[src/rtl/utils_pkg.sv]
// Shared packet datapath types plus a reusable round-robin pick helper
// for push- and pop-side schedulers.
package utils_pkg;

  typedef enum logic [2:0] {
    ST_IDLE = 3'd0,
    ST_HDR  = 3'd1,
    ST_BODY = 3'd2,
    ST_TAIL = 3'd3,
    ST_ERR  = 3'd4
  } state_t;

  typedef struct packed {
    logic [7:0]  header;
    state_t      m_state;
    logic [20:0] payload;
  } packet_t;

  localparam int ARB_MAX_REQ = 8;
  localparam int ARB_IDX_W   = $clog2(ARB_MAX_REQ);

  typedef struct packed {
    logic                 vld;
    logic [ARB_IDX_W-1:0] idx;
  } rr_pick_t;

  // First set bit of mask at or after ptr, wrapping modulo n (n <= ARB_MAX_REQ, ptr < n).
  function automatic rr_pick_t rr_pick(input logic [ARB_MAX_REQ-1:0] mask,
                                       input logic [ARB_IDX_W-1:0]   ptr,
                                       input int                     n);
    rr_pick_t           r;
    logic [ARB_IDX_W:0] j;
    r = '0;
    // Walk offsets high to low so the smallest offset from ptr wins.
    for (int k = ARB_MAX_REQ - 1; k >= 0; k--) begin
      j = {1'b0, ptr} + (ARB_IDX_W + 1)'(k);
      if (j >= (ARB_IDX_W + 1)'(n)) j = j - (ARB_IDX_W + 1)'(n);
      if ((k < n) && mask[j[ARB_IDX_W-1:0]]) begin
        r.vld = 1'b1;
        r.idx = j[ARB_IDX_W-1:0];
      end
    end
    return r;
  endfunction

endpackage

[src/rtl/fifo_push_arbiter_rr.sv]
// Combinational round-robin selection among valid requesters starting at rr_ptr.
module rr_priority_select
  import utils_pkg::*;
#(
  parameter int NUM_REQ = 4
) (
  input  logic [NUM_REQ-1:0]         req_valid,
  input  logic [$clog2(NUM_REQ)-1:0] rr_ptr,
  output logic                       grant_vld,
  output logic [$clog2(NUM_REQ)-1:0] winner
);

  localparam int PTR_W = $clog2(NUM_REQ);

  logic [ARB_MAX_REQ-1:0] mask;
  rr_pick_t               sel;

  always_comb begin
    mask                = '0;
    mask[NUM_REQ-1:0]   = req_valid;
    sel                 = rr_pick(mask, ARB_IDX_W'(rr_ptr), NUM_REQ);
  end

  assign grant_vld = sel.vld;
  assign winner    = PTR_W'(sel.idx);

endmodule

[src/rtl/fifo_push_arbiter.sv]
// Round-robin arbiter feeding the single push port of generic_fifo; a credit
// counter (occupancy) covers the one-cycle registered push latency.
module fifo_push_arbiter
  import utils_pkg::*;
#(
  parameter int NUM_REQ    = 4,
  parameter int DEPTH      = 16,
  parameter int COUNT_SIZE = (DEPTH == 0) ? 1 : $clog2(DEPTH)
) (
  input  logic                       aclk,
  input  logic                       reset,
  input  logic [NUM_REQ-1:0]         req_valid,
  input  packet_t                    req_packet [NUM_REQ],
  output logic [NUM_REQ-1:0]         req_ready,
  output logic                       fifo_push,
  output packet_t                    fifo_data_in,
  input  logic                       fifo_pop,
  input  logic                       fifo_empty,
  output logic [COUNT_SIZE:0]        occupancy,
  output logic [$clog2(NUM_REQ)-1:0] grant_id
);

  localparam int                  PTR_W    = $clog2(NUM_REQ);
  localparam logic [COUNT_SIZE:0] FULL_LVL = (COUNT_SIZE + 1)'(DEPTH);
  localparam logic [PTR_W-1:0]    LAST_REQ = PTR_W'(NUM_REQ - 1);

  logic [PTR_W-1:0] rr_ptr;
  logic [PTR_W-1:0] winner;
  logic             grant_vld;
  logic             accept;
  logic             pop_ok;

  rr_priority_select #(.NUM_REQ(NUM_REQ)) u_select (
    .req_valid (req_valid),
    .rr_ptr    (rr_ptr),
    .grant_vld (grant_vld),
    .winner    (winner)
  );

  // Acceptance stage: credit comes only from the registered counter, so a
  // same-cycle pop cannot reopen the grant.
  assign accept = grant_vld & (occupancy < FULL_LVL) & ~reset;
  assign pop_ok = fifo_pop & ~fifo_empty & (occupancy != '0);

  always_comb begin
    req_ready = '0;
    if (accept) req_ready[winner] = 1'b1;
  end

  // Push stage: winner's packet registered toward the FIFO one cycle after grant.
  always_ff @(posedge aclk or posedge reset) begin
    if (reset) begin
      rr_ptr       <= '0;
      grant_id     <= '0;
      fifo_push    <= 1'b0;
      fifo_data_in <= '0;
      occupancy    <= '0;
    end else begin
      fifo_push <= accept;
      if (accept) begin
        rr_ptr       <= (winner == LAST_REQ) ? '0 : winner + PTR_W'(1);
        grant_id     <= winner;
        fifo_data_in <= req_packet[winner];
      end
      case ({accept, pop_ok})
        2'b10:   occupancy <= occupancy + 1'b1;
        2'b01:   occupancy <= occupancy - 1'b1;
        default: occupancy <= occupancy;
      endcase
    end
  end

endmodule

[config.mk]
export PLATFORM = sky130hd
export DESIGN_NAME = fifo_push_arbiter
export DESIGN_NICKNAME = d
export VERILOG_FILES = /design/src/rtl/utils_pkg.sv /design/src/rtl/fifo_push_arbiter_rr.sv /design/src/rtl/fifo_push_arbiter.sv
export SDC_FILE = /design/constraint.sdc
export NUM_CORES = 1
export LEC_CHECK = 0
export ABC_AREA = 0
export CORE_MARGIN = 10
export CORE_UTILIZATION = 38
export CTS_CLUSTER_SIZE = 12
export DETAILED_ROUTE_END_ITERATION = 8
export PLACE_DENSITY = 0.87
export SLEW_MARGIN = 20
export SYNTH_ARGS = -nofsm -noshare
export SYNTH_HDL_FRONTEND = slang
export SYNTH_HIERARCHICAL = 1
export SYNTH_SLANG_ARGS = --single-unit
export TNS_END_PERCENT = 1
[constraint.sdc]
create_clock -name aclk -period 4.4 [get_ports aclk]
set_clock_uncertainty 0.1 [all_clocks]
set_input_delay 0.66 -clock aclk [delete_from_list [all_inputs] [get_ports aclk]]
set_output_delay 0.66 -clock aclk [all_outputs]
set_load 0.01 [all_outputs]
==> results of run 1 <==
power by group through the flow:
stage,sequential [uW],clock (uW),combinational [uW]
after floorplan,778,0,1220
final,729,324,1990
after detailed placement,738,0,2020
after CTS,731,329,2020
after global placement,724,0,1970
after global routing,759,349,2180
worst max-delay path by stage:
stage | to | startpoint | cells after the start | slack (ns)
after CTS | req_ready[2] | rr_ptr[0]$_DFFE_PP0P_ | 9 | 0.32
final | req_ready[2] | rr_ptr[0]$_DFFE_PP0P_ | 9 | 0.33
after global placement | req_ready[2] | req_valid[2] | 9 | 0.56
after global routing | req_ready[2] | rr_ptr[0]$_DFFE_PP0P_ | 9 | 0.17
after floorplan | occupancy[4]$_DFFE_PP0P_ | rr_ptr[1]$_DFFE_PP0P_ | 15 | 1.11
after detailed placement | occupancy[4]$_DFFE_PP0P_ | req_valid[3] | 13 | 0.52
registers in the layout (all words and copies together), names as in the netlist:
name          flops
fifo_data_in     32
fifo_push         1
grant_id          2
occupancy         5
rr_ptr            2
through the flow:
step / utilization [%] / area [sq um]
floorplan: - / 2910
global placement: 65.2 / 4780
detailed placement: 65.2 / 4780
CTS: 66.8 / 4900
global route: 66.8 / 4900
finish: 66.8 / 4900
cells by family (layout without fill, tap and decap cells):
family	count (synthesis)	in the layout	synth area share [%]
simple gates	135	135	20.1
flops	42	42	36.1
compound gates	28	28	5.72
mux	39	39	27.4
buf+inv	27	200	4.81
fa+ha+maj	10	10	4.30
xor+xnor	5	5	1.51
cell usage after synthesis (3+ instances only):
cell type  instances  share of area [%]
nand2_1          105                 14
dfrtp_1           42                 36
mux4_2            32                 25
ha_1              10                4.3
o21ai_0            9                1.5
nor2_1             8                1.0
clkbuf_1           7               0.90
buf_2              6                1.0
inv_1              6               0.77
a21oi_1            5               0.86
a31oi_1            4               0.86
and3_1             4               0.86
buf_4              4                1.0
mux2i_1            4                1.4
nand2b_1           4               0.86
o31ai_1            3               0.77
xor2_1             3               0.90
routing by layer:
metal | global-route usage (%) | vias to the layer above | share of wire, %
li1 | - | 1351 | -
met1 | 17.5 | 1369 | 34
met2 | 33.1 | 128 | 54
met3 | 8.68 | 8 | 11
met4 | 3.34 | 0 | 1.1
met5 | 0 | - | 0
critical path, cell delays in order, from the launching register on:
cell,delay (ns)
dfrtp_1,0.54
ha_1,0.50
mux2_4,0.33
and3_4,0.18
a2bb2oi_1,0.15
o22ai_4,0.20
buf_4,0.26
ha_1,0.17
and3_1,0.15
clkdlybuf4s50_1,0.54
layout make-up:
type / instances / area share (%)
well taps: 99 / 2.53
inverters: 7 / 0.536
flip-flops and latches: 42 / 21.5
repair buffers: 185 / 37.5
multi-input cells: 217 / 35.6
clock buffers: 5 / 1.40
clock inverters: 3 / 0.996
==> impl_metrics.py, run 1 <==
metrics = {
    "routing": {
        "ant_nets": 0,
        "dr.first_iter.drc_count": 80,
        "routed_wl_um": 10500,
        "avgRoutedWirePerCell_um": 18.9,
        "drcViolationCount": 0,
        "viasPerCell": 5.12,
        "first_pass_iters": 4,
        "vias": 2856,
    },
    "power": {
        "pwr-share-seq_pct": 23.9,
        "pwr-share-comb_pct": 65.4,
        "ir_drop_mv": 0.257,
        "p_leak_uw": 0.00208,
        "power.total_uw": 3050,
        "p_clk_share_pct": 10.6,
        "switching_share_pct": 39.3,
        "p_per_area_nw_per_um2": 622,
        "p_switching_uw": 1200,
        "p_int_uw": 1850,
    },
    "clock_tree": {
        "cts.sinks": 42,
        "cts_setup_buffers": 0,
        "cts_resized": 0,
        "clockRootBuffer": "clkbuf_8",
        "insertion_delay_ns": 0.30,
        "cts_tree": "built",
        "htreeDepth": 2,
        "cts_max_path_buffers": 2,
        "path_clk_slew_ns": 0.09,
        "cts_buffers": 5,
        "holdBufCountCts": 0,
    },
    "floorplan": {
        "die_area_sq_um": 11600,
        "core_sq_um": 7330,
        "io_pins": 180,
        "die_y_um": 108,
        "start_util_pct": 39.7,
        "num_rows": 31,
        "fp.dieW_um": 108,
    },
    "logic_synthesis": {
        "ys_async_sr_fraction_pct": 100,
        "ys_ff_latch": 42,
        "ys_warn_count": 6,
        "synth.distinct_cells": 41,
        "synth_edf_count": 0,
        "syn-num-nets": 432,
        "synth.avg_cell_area_sq_um": 10.2,
        "synth_ff_type": "dfrtp_1",
        "netlist_area_sq_um": 2910,
        "netlist_instances": 286,
        "ys_seq_area_share_pct": 36.1,
    },
    "critical_path": {
        "worstPathRequired_ns": 3.64,
        "r2r_end": "occupancy[4]$_DFFE_PP0P_",
        "cp-end-kind": "output port",
        "r2r_start": "rr_ptr[0]$_DFFE_PP0P_",
        "reg2reg_slack_ns": 0.77,
        "timing_worst_setup_path_type": "reg -> out",
        "reg2reg_depth": 13,
        "cp.arrival_ns": 3.31,
        "startpoint_type": "register",
        "crit_fanout": 13,
    },
    "global_route": {
        "grt_max_degree": 43,
        "grt.overflow.total": 0,
        "grt_pass1_wl_um": 16300,
        "globalRouteTotalUtil_pct": 17.8,
        "antenna_found_initial": 0,
        "grt_pass1_vias": 3218,
    },
    "min_path": {
        "min_path_cells": 2,
        "min_path_type": "reg -> reg",
        "hold_path_end": "fifo_data_in[16]$_DFFE_PP0P_",
        "hold_start": "fifo_data_in[16]$_DFFE_PP0P_",
    },
    "timing": {
        "slew_headroom_pct": 40.1,
        "report.final.slew_viol_count": 0,
        "setup_viol_count_final": 0,
        "period_needed_ns": 4.07,
        "whs_ns": 0.380,
        "finalWorstSetupSlack_ns": 0.333,
        "period_share_pct": 92.4,
        "hold_violations": 0,
        "tns_ns": 0,
        "tightest_slew_ns": 0.897,
        "fmax_mhz": 246,
        "rsz0062_at_grt": "false",
    },
    "finish": {
        "multiInputGateArea_sq_um": 1740,
        "nets": 604,
        "n_fill_cell": 549,
        "mostFrequentLayoutCell": "clkdlybuf4s50_1",
        "area.growth.synth_to_final_pct": 68.4,
        "drive_gt1_share_pct": 12.0,
        "seqCellArea_sq_um": 1050,
        "diodes": 0,
        "final_cells": 558,
        "final_cell_mix": "179 x clkdlybuf4s50_1, 105 x nand2_1, 42 x dfrtp_1, 32 x mux4_2, 10 x ha_1",
    },
    "job": {
        "drv_cap": 0,
    },
    "place": {
        "dpl.hpwl_um": 8890,
        "io_buffers": 179,
        "pre_cts_slack_ns": 0.522,
        "gp_congestion": 0.858,
        "dp_cells": 550,
    },
    "run_status": {
        "status": "complete, no violations",
    },
}
No activity file was read; power rests on OpenSTA's default activity.
==> run 2, diff against run 1 <==
- CORE_ASPECT_RATIO: not set -> 0.6
==> impl_metrics.py, run 2 (same netlist as run 1, synthesis figures left out) <==
metrics = {
    "critical_path": {
        "r2r_start": "rr_ptr[0]$_DFFE_PP0P_",
        "crit_fanout": 12,
        "cp-endpoint": "req_ready[1]",
        "worstPathRequired_ns": 3.64,
        "startpoint": "rr_ptr[0]$_DFFE_PP0P_",
        "timing_worst_setup_path_type": "reg -> out",
        "reg2reg_depth": 13,
        "startpoint_type": "register",
        "cp.arrival_ns": 3.38,
        "r2r_end": "occupancy[4]$_DFFE_PP0P_",
        "reg2reg_slack_ns": 0.83,
        "cp-end-kind": "output port",
    },
    "routing": {
        "viasPerCell": 5.18,
        "dr.first_iter.drc_count": 111,
        "drcViolationCount": 0,
        "first_pass_iters": 4,
        "ant_nets": 0,
        "avgRoutedWirePerCell_um": 20.5,
        "routed_wl_um": 11500,
        "vias": 2910,
    },
    "floorplan": {
        "die_y_um": 87.8,
        "start_util_pct": 39.6,
        "core_sq_um": 7360,
        "io_pins": 180,
        "fp.dieW_um": 133,
        "num_rows": 24,
        "die_area_sq_um": 11700,
    },
    "clock_tree": {
        "holdBufCountCts": 0,
        "cts_buffers": 5,
        "clockRootBuffer": "clkbuf_16",
        "cts_max_path_buffers": 2,
        "cts.sinks": 42,
        "cts_setup_buffers": 0,
        "path_clk_slew_ns": 0.06,
        "cts_resized": 0,
        "htreeDepth": 2,
        "cts_tree": "built",
        "insertion_delay_ns": 0.28,
    },
    "finish": {
        "final_cell_area_sq_um": 4960,
        "mostFrequentLayoutCell": "clkdlybuf4s50_1",
        "final_cells": 562,
        "top_register": "fifo_data_in",
        "diodes": 0,
        "n_fill_cell": 546,
        "nets": 604,
        "reg_top3": "fifo_data_in (32), occupancy (5)",
        "largest_reg_flops": 32,
        "area.growth.synth_to_final_pct": 70.3,
        "final_cell_mix": "179 x clkdlybuf4s50_1, 105 x nand2_1, 42 x dfrtp_1, 32 x mux4_2, 10 x ha_1",
        "drive_gt1_share_pct": 11.8,
    },
    "timing": {
        "tightest_slew_ns": 0.884,
        "period_needed_ns": 4.14,
        "setup_viol_count_final": 0,
        "rsz0062_at_grt": "false",
        "tns_ns": 0,
        "slew_headroom_pct": 41.0,
        "whs_ns": 0.377,
        "hold_violations": 0,
        "report.final.slew_viol_count": 0,
        "fmax_mhz": 241,
        "period_share_pct": 94.2,
    },
    "job": {
        "drv_cap": 0,
    },
    "global_route": {
        "grt.overflow.total": 0,
        "antenna_found_initial": 0,
        "grt_pass1_wl_um": 17700,
        "globalRouteTotalUtil_pct": 19.2,
        "grt_pass1_vias": 3198,
        "grt_max_degree": 43,
    },
    "power": {
        "ir_drop_mv": 0.258,
        "p_per_area_nw_per_um2": 644,
        "p_leak_uw": 0.00211,
        "power.total_uw": 3190,
    },
    "run_status": {
        "status": "complete, no violations",
    },
    "place": {
        "dp_cells": 555,
        "dpl.hpwl_um": 9570,
        "io_buffers": 179,
        "gp_congestion": 0.789,
        "place_area_sq_um": 4790,
    },
    "min_path": {
        "min_path_type": "reg -> reg",
    },
}
==> run 2: changes by cell type in the layout (fill, tap and decap cells not counted), sizes merged <==
cell      before  now
clkbuf         5    6
clkinvlp       1    0
inv            7    6
==> run 2: layer usage <==
metal,wire (um),share of wire (%),vias up,track usage (%)
met3,1450,13,10,10.7
met2,5730,50,150,34.9
met5,0,0,-,0
met1,4260,37,1400,19.5
li1,-,-,1350,-
met4,103,0.89,0,2.98
==> run 2: where the power goes <==
group          internal, uW  leakage [uW]  switching (uW)
clock network           280     0.0000829             144
logic                  1100       0.00151             935
registers               580      0.000515             156
==> run 2: layout make-up <==
| type | instances | area (sq um) | share of cell area (%) |
|---|---|---|---|
| clock buffer | 6 | 139 | 2.80 |
| timing repair buffer | 185 | 1840 | 37.1 |
| tap | 104 | 130 | 2.62 |
| clock inverter | 1 | 30.0 | 0.606 |
| inverter | 7 | 26.3 | 0.530 |
| multi-input combinational | 217 | 1740 | 35.2 |
| sequential | 42 | 1050 | 21.2 |
==> run 2: worst min path at each step <==
stage                                         to  slack (ns)  cells after the start                    startpoint
finish              fifo_data_in[27]$_DFFE_PP0P_        0.38                      2  fifo_data_in[27]$_DFFE_PP0P_
global route        fifo_data_in[27]$_DFFE_PP0P_        0.39                      2  fifo_data_in[27]$_DFFE_PP0P_
CTS                 fifo_data_in[25]$_DFFE_PP0P_        0.38                      2  fifo_data_in[25]$_DFFE_PP0P_
detailed placement  fifo_data_in[25]$_DFFE_PP0P_        0.36                      2  fifo_data_in[25]$_DFFE_PP0P_
global placement     fifo_data_in[3]$_DFFE_PP0P_        0.36                      2   fifo_data_in[3]$_DFFE_PP0P_
floorplan            fifo_data_in[0]$_DFFE_PP0P_        0.41                      2   fifo_data_in[0]$_DFFE_PP0P_
==> run 2: worst max-delay path, stage by stage, from the launching register on <==
cell             delay, ns
dfrtp_1               0.53
ha_1                  0.50
mux2_4                0.34
and3_4                0.18
a2bb2oi_1             0.15
o22ai_4               0.41
inv_1                 0.16
ha_1                  0.22
and3_1                0.16
clkdlybuf4s50_1       0.47
==> run 2: per-stage QoR <==
stage,util [%],setup slack (ns)
after floorplan,-,1.11
after global placement,65.1,0.512
after detailed placement,65.1,0.375
after CTS,67.4,0.257
after global routing,67.4,0.143
final,67.4,0.257
